### src/rtl/mips_trace_buffer.sv
// Trace buffer that records (PC, ALU result) pairs from a MIPS core into a FIFO.
// Recording stops for good once the PC holds still for HALT_CYCLES cycles.
module mips_trace_buffer #(
  parameter int unsigned DEPTH       = 16,
  parameter int unsigned HALT_CYCLES = 4
) (
  input  logic                     clk,
  input  logic                     reset,
  input  logic [31:0]              pc_in,
  input  logic [31:0]              result_in,
  input  logic                     capture_en,
  input  logic                     rd_en,
  output logic                     rd_valid,
  output logic [31:0]              rd_pc,
  output logic [31:0]              rd_result,
  output logic [$clog2(DEPTH):0]   count,
  output logic                     full,
  output logic                     empty,
  output logic                     overflow,
  output logic                     halted
);

  localparam int unsigned AW = $clog2(DEPTH);
  localparam int unsigned CW = AW + 1;
  localparam int unsigned SW = $clog2(HALT_CYCLES + 1);

  typedef enum logic [1:0] {IDLE, RUN, HALT} state_t;

  typedef struct packed {
    logic [31:0] pc;
    logic [31:0] result;
  } entry_t;

  logic          r_rst_sync;
  logic          w_rst_n;
  state_t        r_state;
  state_t        w_state_nxt;
  logic [SW-1:0] r_stall;
  logic [SW-1:0] w_stall_nxt;
  logic [31:0]   r_last_pc;
  logic [31:0]   w_last_pc_nxt;
  logic          w_cap;
  logic          w_pop;
  logic          w_wr;
  logic          w_drop;
  logic [CW-1:0] w_count_nxt;
  logic [AW-1:0] r_wr_ptr;
  logic [AW-1:0] r_rd_ptr;
  logic [CW-1:0] r_count;
  logic          r_full;
  logic          r_empty;
  logic          r_overflow;
  logic          r_halted;
  logic          r_rd_valid;
  logic [31:0]   r_rd_pc;
  logic [31:0]   r_rd_result;
  entry_t        r_mem [DEPTH];
  entry_t        w_rd_entry;

  // Assert asynchronously, release on the first clock after reset rises.
  always_ff @(posedge clk or negedge reset) begin
    if (!reset) r_rst_sync <= 1'b0;
    else        r_rst_sync <= 1'b1;
  end
  assign w_rst_n = r_rst_sync;

  // Capture qualification and halt detection.
  always_comb begin
    w_state_nxt   = r_state;
    w_stall_nxt   = r_stall;
    w_last_pc_nxt = r_last_pc;
    w_cap         = 1'b0;
    case (r_state)
      IDLE: begin
        if (capture_en) begin
          w_state_nxt   = RUN;
          w_cap         = 1'b1;
          w_last_pc_nxt = pc_in;
        end
      end
      RUN: begin
        w_last_pc_nxt = pc_in;
        if (pc_in == r_last_pc) begin
          if (r_stall != SW'(HALT_CYCLES)) w_stall_nxt = r_stall + SW'(1);
        end else begin
          w_stall_nxt = '0;
          w_cap       = capture_en;
        end
        if (w_stall_nxt == SW'(HALT_CYCLES)) w_state_nxt = HALT;
      end
      default: begin
      end
    endcase
  end

  // A full FIFO still accepts a capture when a pop frees a slot in the same cycle.
  always_comb begin
    w_pop       = rd_en & ~r_empty;
    w_wr        = w_cap & (~r_full | w_pop);
    w_drop      = w_cap & r_full & ~w_pop;
    w_count_nxt = r_count + CW'(w_wr) - CW'(w_pop);
  end

  assign w_rd_entry = r_mem[r_rd_ptr];

  always_ff @(posedge clk or negedge w_rst_n) begin
    if (!w_rst_n) begin
      r_state     <= IDLE;
      r_stall     <= '0;
      r_last_pc   <= '0;
      r_wr_ptr    <= '0;
      r_rd_ptr    <= '0;
      r_count     <= '0;
      r_full      <= 1'b0;
      r_empty     <= 1'b1;
      r_overflow  <= 1'b0;
      r_halted    <= 1'b0;
      r_rd_valid  <= 1'b0;
      r_rd_pc     <= '0;
      r_rd_result <= '0;
    end else begin
      r_state    <= w_state_nxt;
      r_stall    <= w_stall_nxt;
      r_last_pc  <= w_last_pc_nxt;
      r_halted   <= (w_state_nxt == HALT);
      r_count    <= w_count_nxt;
      r_full     <= (w_count_nxt == CW'(DEPTH));
      r_empty    <= (w_count_nxt == '0);
      r_rd_valid <= w_pop;
      if (w_drop) r_overflow <= 1'b1;
      if (w_wr)   r_wr_ptr   <= r_wr_ptr + AW'(1);
      if (w_pop) begin
        r_rd_ptr    <= r_rd_ptr + AW'(1);
        r_rd_pc     <= w_rd_entry.pc;
        r_rd_result <= w_rd_entry.result;
      end
    end
  end

  // Storage is not reset; pointers define which entries are live.
  always_ff @(posedge clk) begin
    if (w_wr) r_mem[r_wr_ptr] <= '{pc: pc_in, result: result_in};
  end

  assign rd_valid  = r_rd_valid;
  assign rd_pc     = r_rd_pc;
  assign rd_result = r_rd_result;
  assign count     = r_count;
  assign full      = r_full;
  assign empty     = r_empty;
  assign overflow  = r_overflow;
  assign halted    = r_halted;

endmodule

### config.mk
export PLATFORM = sky130hd
export DESIGN_NAME = mips_trace_buffer
export DESIGN_NICKNAME = d
export VERILOG_FILES = /design/src/rtl/mips_trace_buffer.sv
export SDC_FILE = /design/constraint.sdc
export NUM_CORES = 1
export LEC_CHECK = 0
export CAP_MARGIN = 0
export CORE_MARGIN = 2
export CORE_UTILIZATION = 68
export DETAILED_ROUTE_END_ITERATION = 10
export DONT_BUFFER_PORTS = 1
export GPL_TIMING_DRIVEN = 0
export PLACE_DENSITY_LB_ADDON = 0.05
export SLEW_MARGIN = 10
export SYNTH_ARGS = -nofsm -noshare
export SYNTH_HDL_FRONTEND = slang
export SYNTH_SLANG_ARGS = --single-unit
### constraint.sdc
create_clock -name clk -period 8.3 [get_ports clk]
set_input_delay 1.245 -clock clk [delete_from_list [all_inputs] [get_ports clk]]
set_output_delay 1.245 -clock clk [all_outputs]
set_load 0.03 [all_outputs]
==> impl_results.md, run 1 <==
* Status: completed
* Avg Inst Size Synth at 22.5 µm²
* Clock-pin slew on the worst setup and hold paths at about 0.06 ns
* Vias per cell at roughly 7
* Initial Utilization at 69.0%
* Distinct cells, synth at 44
* Main synth FF type: edfxtp_1
* CP bufs+invs at 6
* Core area at between 60000 and 70000 µm²
* Clock Tree Buf Depth at 3
* Layout Skew at just over 0.02 ns
* Layout cells sized above 1 at a little over a quarter
* Crit path cell chain: nand2b_1 -> clkbuf_2 -> inv_2 -> buf_1 -> ha_1 -> inv_1 -> ha_1 -> inv_1 -> fa_1 -> inv_1 -> or4_1 -> nor2b_1
* Max stage delay on crit path at between 0.7 and 0.8 ns
* Post-DP HPWL at ~57000 µm
* CTS buffer count at 110
* Die height at 257 µm
* Tmin final at between 4 and 5 ns
* Fin util at between 70% and 80%
* Unrepaired setup endpoints after global routing: no
* Final hold vios at 0
* CTS tree: built
* Remaining DRCs at 0
* Crit Path Category: in2reg
* Hold Path Class: in2async
* Standby leakage power at around 16 nW
* DIE WIDTH at about 260 µm
* Post-CTS setup buffers at 0
* Rel. slew slack at between 15 and 20%
* Post-layout nets at between 2000 and 2500
* Initial DRT Pass Iterations at 5
* Seq/Total Area, Yosys at just under 80%
* Syn_nets at ~2000
* IO buf count at 0
* Period utilization at 52.5%
* Clock Latency Late Sink at around 0.66 ns
* Via count at 21100
* H-tree depth at 3
* Initial DRC Count at roughly 2800
* Final Setup Violations at 0
* First-pass GRT wire length at ~150000 µm
* CTS Root Cell: clkbuf_16
* Cell family with most CP delay: buffers and inverters
* ANT cells at 0
* Worst VDD drop at about 280 µV
* I/O pins at between 100 and 150
* Top cells by area, synth: edfxtp_1, mux4_2, dfrtp_1
* Final wirelength at around 100000 µm
* Slew Limit Fails at 0
* Yosys top cell by area: edfxtp_1
* F_max at roughly 0.23 GHz
* Mapped Cells at a little under 2000
* Max-cap viol count at 0
* Synth-to-Final Area Change at 12.6%
* WL/cell at 34.6 µm
* Grt total ovfl at 0
* Initial antenna violation count at 0
* Number of synthesized flops with an enable pin at a little over 1000
* Post-Route Setup TNS at 0 ns
* Worst slew pin tran at 1.21 ns
* Post-synth ARST share at 10.5%
* FP Rows at a little over 90
* CP endpoint kind: flip-flop
* Worst path most repeated cell: inv_1
* Critical path's slowest cell: buf_1
* Vias in the first global route at about 22000
* GPL Wtd Cong at roughly 0.76
* Total GRT Usage at around a third
* Yosys warns at 0
* Hold buffers post-CTS at 0
* Post-cts resize count at 0
* Worst Path Required at about 8.9 ns
* Post-synth top area share at between 70% and 80%
* Clk sinks at 1144
* Tot Pwr at 0.0174 W
* Synth Register Bits at roughly 1100
* ANT nets after route at 0
* CP startpoint kind: input pin
* Data arrival, critical path at 4.96 ns
* Netlist Area Pre-Place at approximately 44000 µm²
* Largest net degree at the start of global routing at 54
* Crit-path max FO at 11
* Pwr Density at approximately 350 nW/µm²
* Die area at ~66000 µm²
[cells in the mapped netlist, types with 3 or more instances]
library cell / instances
inv_1: 18
edfxtp_1: 1024
xnor2_1: 11
xor2_1: 32
nand2_1: 195
nand4_1: 3
mux4_2: 312
buf_1: 12
o21ai_1: 5
and2_1: 9
dfrtp_1: 119
buf_2: 13
a21oi_1: 3
a22oi_1: 4
buf_6: 18
mux2_1: 4
o32ai_1: 4
ha_1: 12
a211oi_1: 4
nor4_1: 8
a21o_1: 6
nor2_1: 9
and3_1: 5
clkbuf_1: 48
nor2b_1: 3
o21ai_0: 3
mux2_2: 36
[sequential cells by signal, summed over array words and instances, names as in the netlist]
| name | cells |
|---|---|
| r_mem | 1024 |
| r_last_pc | 32 |
| rd_pc | 32 |
| rd_result | 32 |
| count | 5 |
| r_rd_ptr | 4 |
| r_wr_ptr | 4 |
| r_stall | 3 |
| r_state | 2 |
| empty | 1 |
| full | 1 |
| halted | 1 |
| overflow | 1 |
| r_rst_sync | 1 |
| rd_valid | 1 |
[worst register-to-register path, stage by stage, from the launching register on]
cell and delay, ns:
dfstp_2 0.42, nand2b_1 0.17, clkbuf_2 0.40, inv_2 0.61, buf_1 0.77, ha_1 0.37, inv_1 0.06, ha_1 0.15
inv_1 0.07, fa_1 0.50, inv_1 0.06, or4_1 0.57, nor2b_1 0.13
[routing by layer]
layer | GRT usage [%] | share of wire [%] | vias to the layer above | routed length (µm)
li1 | - | - | 8253 | -
met1 | 44.1 | 36 | 11200 | 37200
met2 | 53.9 | 51 | 1381 | 53500
met3 | 7.53 | 9.7 | 226 | 10200
met4 | 11.5 | 3.5 | 0 | 3650
met5 | 0 | 0 | - | 0
[metrics by stage]
stage / cell area (µm²) / hold WS (ns) / cells / setup slack [ns]
global placement: 44700 / 0.507 / 2787 / -1.18
floorplan: 43600 / 0.493 / 1941 / 2.92
finish: 49100 / 0.270 / 3022 / 3.94
global route: 49100 / 0.243 / 3022 / 3.82
detailed placement: 45400 / 0.313 / 2814 / 3.38
CTS: 49100 / 0.238 / 3022 / 4.03
[path summary, 6_finish.rpt]
kind	cells past startpoint	slack, ns	endpoint	startpoint
max	12	3.94	full$_DFF_PN0_	rd_en
min	0	0.27	r_rst_sync$_DFF_PN0_	reset
max reg2reg	12	3.98	full$_DFF_PN0_	empty$_DFF_PN1_
min reg2reg	0	0.30	rd_pc[24]$_DFFE_PN0P_	r_rst_sync$_DFF_PN0_
max in group asynchronous	1	7.30	rd_result[26]$_DFFE_PN0P_	r_rst_sync$_DFF_PN0_
min in group clk	1	0.53	r_last_pc[25]$_DFFE_PN0P_	r_last_pc[25]$_DFFE_PN0P_
[logic make-up (layout without fill, tap and decap cells)]
group	count (synthesis)	after routing	synth area share, %
and+or+nand+nor	241	241	2.29
muxes	352	352	17.1
xor gates and xnor gates	43	43	0.864
DFF	1144	1144	77.4
other	1	1	0.00860
adders and majority gates	13	13	0.390
buffers and inverters	110	345	1.29
AOI/OAI and AO/OA	37	37	0.608
[placed cells by master (no fill, tap or decap), drive strengths merged, types with 11 or more instances in the layout]
master  count
mux2       40
clkinv     38
edfxtp   1024
bufinv     12
ha         12
dfrtp     119
inv        24
mux4      312
clkbuf    198
xor2       32
nand2     195
xnor2      11
buf        69
[power by group]
group | internal, W | switching [W] | total, W
Clock | 0.00296 | 0.00211 | 0.00507
Combinational | 0.00212 | 0.00253 | 0.00466
Sequential | 0.00703 | 0.000636 | 0.00766
Total | 0.0121 | 0.00528 | 0.0174
[final cells by class]
type / instances / area [µm²]
Clock inverter: 59 / 606
Inverter: 19 / 71.3
Sequential cell: 1144 / 33800
Multi-Input combinational cell: 687 / 9360
Fill cell: 3130 / 14100
Clock buffer: 149 / 3070
Timing Repair Buffer: 27 / 676
Buffer: 91 / 495
Tap cell: 846 / 1060
No activity file was read; power rests on OpenSTA's default activity.
==> run 2: changes to the inputs <==
- ABC_AREA: unset -> 1
- CORE_UTILIZATION: 68 -> 63
- clock period: 8.3 -> 4.1 ns (I/O delays scaled with it)
==> run 2 against run 1 <==
Sequential share of layout area shrank 3.3 points. Register-to-register slack lost 3.8 ns. Final cell count is 56% higher. Core utilization shrank 5.5 points.
==> impl_results.md, run 2 <==
* Clk sinks at 1144
* Rel. slew slack at 20.1%
* IO buf count at 0
* Crit-path max FO at 20
* Die height at approximately 270 µm
* Synth Register Bits at approximately 1100
* ANT nets after route at 0
* CP startpoint kind: flip-flop
* Post-CTS setup buffers at 0
* Status: completed
* Standby leakage power at ~18 nW
* Yosys top cell by area: edfxtp_1
* Largest net degree at the start of global routing at 48
* Pwr Density at 691 nW/µm²
* Post-synthesis adder-cell area fraction at less than 1%
* Slew Limit Fails at 0
* Compound-Gate Fraction of Synth Area at a little under an eighth
* Initial DRC Count at roughly 5200
* Vias per cell at ~6.6
* Final wirelength at 137000 µm
* Crit Path Category: reg2reg
* Worst Setup Slack, final at 0.166 ns
* Cell family with most CP delay: simple AND/OR/NAND/NOR gates
* Post-Synth Simple-Gate Area at a little under a tenth
* Tmin final at between 3 and 4 ns
* Via count at ~31000
* Max FFs per register at between 1000 and 1500
* Worst Path Required at between 4 and 5 ns
* Hold endpoint: r_mem[8][9]$_DFFE_PP_
* Remaining DRCs at 0
* First-pass GRT wire length at 199000 µm
* Number of synthesized flops with an enable pin at slightly above 1000
* Core area at between 70000 and 80000 µm²
* Main combinational cell family by area after synthesis: compound AO/OA/AOI/OAI gates
* Seq/Total Area, Yosys at ~74%
* GPL Wtd Cong at between 0.8 and 0.9
* Final Setup Violations at 0
* Synth-to-Final Area Change at 13.6%
* Avg Inst Size Synth at roughly 13 µm²
* Post-synth ARST share at 10.5%
* Mapped Cells at 3507
* F_max at roughly 0.25 GHz
* Data arrival, critical path at 4.32 ns
* Post-Layout Cell Count at approximately 4700
* WL/cell at between 20 and 30 µm
* Reg-to-reg endpoint: r_mem[4][17]$_DFFE_PP_
* Netlist Area Pre-Place at about 45000 µm²
* Hold Path Class: in2reg
* Yosys warns at 0
* Post-synth top area share at 67.8%
* Post-synth top cells: edfxtp_1, nor2_1, o21ai_0, nand2_1, o221ai_1
* FP Rows at 98
* Commonest non-fill, non-tap cell in the layout: edfxtp_1
* Most frequent cells in the layout: edfxtp_1, nor2_1, o21ai_0
* Layout cells sized above 1 at 9.09%
* DP Worst Slack at -0.0176 ns
* ANT cells at 0
* Unrepaired setup endpoints after global routing: no
* Clock-pin slew on the worst setup and hold paths at 0.06 ns
* Clock Latency Late Sink at 0.68 ns
* Critical hold path startpoint: result_in[9]
* Max stage delay on crit path at ~0.82 ns
* CTS tree: built
* Most flop-heavy register: r_mem
* CP bufs+invs at 5
* R2r setup slk at about 0.17 ns
* Post-DP HPWL at 90700 µm
* Main synth FF type: edfxtp_1
* Placed instance count at about 4500
* Crit path cell chain: nor2_1 -> inv_1 -> nand2_1 -> nand3_1 -> clkbuf_4 -> nor2_4 -> buf_12 -> buf_16 -> buf_12
* Layout Skew at 0.0262 ns
* Initial Utilization at about 64%
* Final hold vios at 0
* DIE WIDTH at 272 µm
* H-tree depth at 3
* I/O pins at 142
* Reg-to-Reg Start: empty$_DFF_PN1_
* Max-cap viol count at 0
* Synth Area in XOR/XNOR at less than 1%
* Clock Tree Buf Depth at 3
* Critical path's slowest cell: nor2_1
* CTS Root Cell: clkbuf_16
* Worst path most repeated cell: buf_12
* CP endpoint kind: flip-flop
* Post-synthesis mux area share at 0.425%
* Period utilization at 95.9%
* Syn_nets at roughly 3600
* Hold Crit Depth at 0
* Worst VDD drop at between 400 and 500 µV
* Initial antenna violation count at 2
* Post-layout nets at around 3800
* Reg2Reg Depth at 9
* Grt total ovfl at 0
* Die area at about 74000 µm²
* Total GRT Usage at between 30% and 40%
* Tot Pwr at 0.0356 W
* CTS buffer count at 112
* Worst slew pin tran at approximately 1.2 ns
* Initial DRT Pass Iterations at 6
* Vias in the first global route at roughly 31000
* Post-Route Setup TNS at 0 ns
* Most common cell in the netlist: edfxtp_1
* Distinct cells, synth at 33
* Top cells by area, synth: edfxtp_1, dfrtp_1, o21ai_0
[run 2: cell types whose count changed after synthesis, moves of 29 or more]
cell      before  now
buf_2         13   59
nor2_1         9  521
nand3_1        2   90
o221ai_1       0  176
o21ai_0        3  492
nand2_1      195  446
a21oi_1        3   44
mux4_2       312    0
a31oi_1        0   29
o211ai_1       0   68
o21ai_1        5   40
clkbuf_1      48  123
inv_1         18  138
[run 2: kinds of logic after synthesis]
family,Yosys count
flip-flops,1144
other,1
buffers and inverters,372
adder cells (fa/ha/maj),13
AO/OA/AOI/OAI,864
XOR/XNOR,31
multiplexers,18
AND/OR/NAND/NOR,1064
[run 2: worst max path at each step]
stage / from / to / slack (ns) / cells past startpoint
2_1_floorplan: pc_in[24] / r_mem[10][0]$_DFFE_PP_ / -0.50 / 12
3_3_place_gp: rd_en / r_mem[7][19]$_DFFE_PP_ / -4.81 / 7
3_5_place_dp: rd_en / r_mem[4][18]$_DFFE_PP_ / -0.02 / 10
4_1_cts: empty$_DFF_PN1_ / r_mem[4][17]$_DFFE_PP_ / 0.18 / 9
5_1_grt: empty$_DFF_PN1_ / empty$_DFF_PN1_ / 0.04 / 14
6_report: empty$_DFF_PN1_ / r_mem[4][17]$_DFFE_PP_ / 0.17 / 9
[run 2: power by group]
part	switching, W	total, W	internal (W)	leakage [nW]
clock	0.00427	0.0104	0.00615	1.85
combinational	0.00806	0.0110	0.00290	5.30
sequential	0.00112	0.0142	0.0131	10.6
total	0.0134	0.0356	0.0222	17.8
[run 2: through the flow]
stage	hold slack, ns	cell area (µm²)	utilization (%)
3_3_place_gp	0.319	46600	65.3
4_1_cts	0.00191	51500	72.2
6_report	0.0213	51500	72.2
2_1_floorplan	0.319	45400	-
5_1_grt	0.000594	51500	72.2
3_5_place_dp	0.319	47800	66.9
[run 2: per-layer routing]
layer  GRT usage, %  share of wire [%]  vias up
met4           17.3                5.2        2
met1           48.5                 35    15300
met3           7.19                 11      467
met2           61.3                 48     2319
met5              0              0.010        -
li1               -                  -    13100
[run 2: cell type report]
class | instances | area [µm²]
sequential | 1144 | 33800
inverter | 143 | 539
multi-input combinational | 1991 | 10100
clock inverter | 42 | 422
buffer | 229 | 1100
timing repair buffer | 51 | 1090
tap | 950 | 1190
clock buffer | 172 | 3340
fill | 4666 | 19800
[run 2: repair_timing]
action                     in CTS  in global routing
hold endpoints to repair        1                  0
gates resized for setup         0                  1
setup endpoints to repair       0                  1
hold buffers                    1                  0
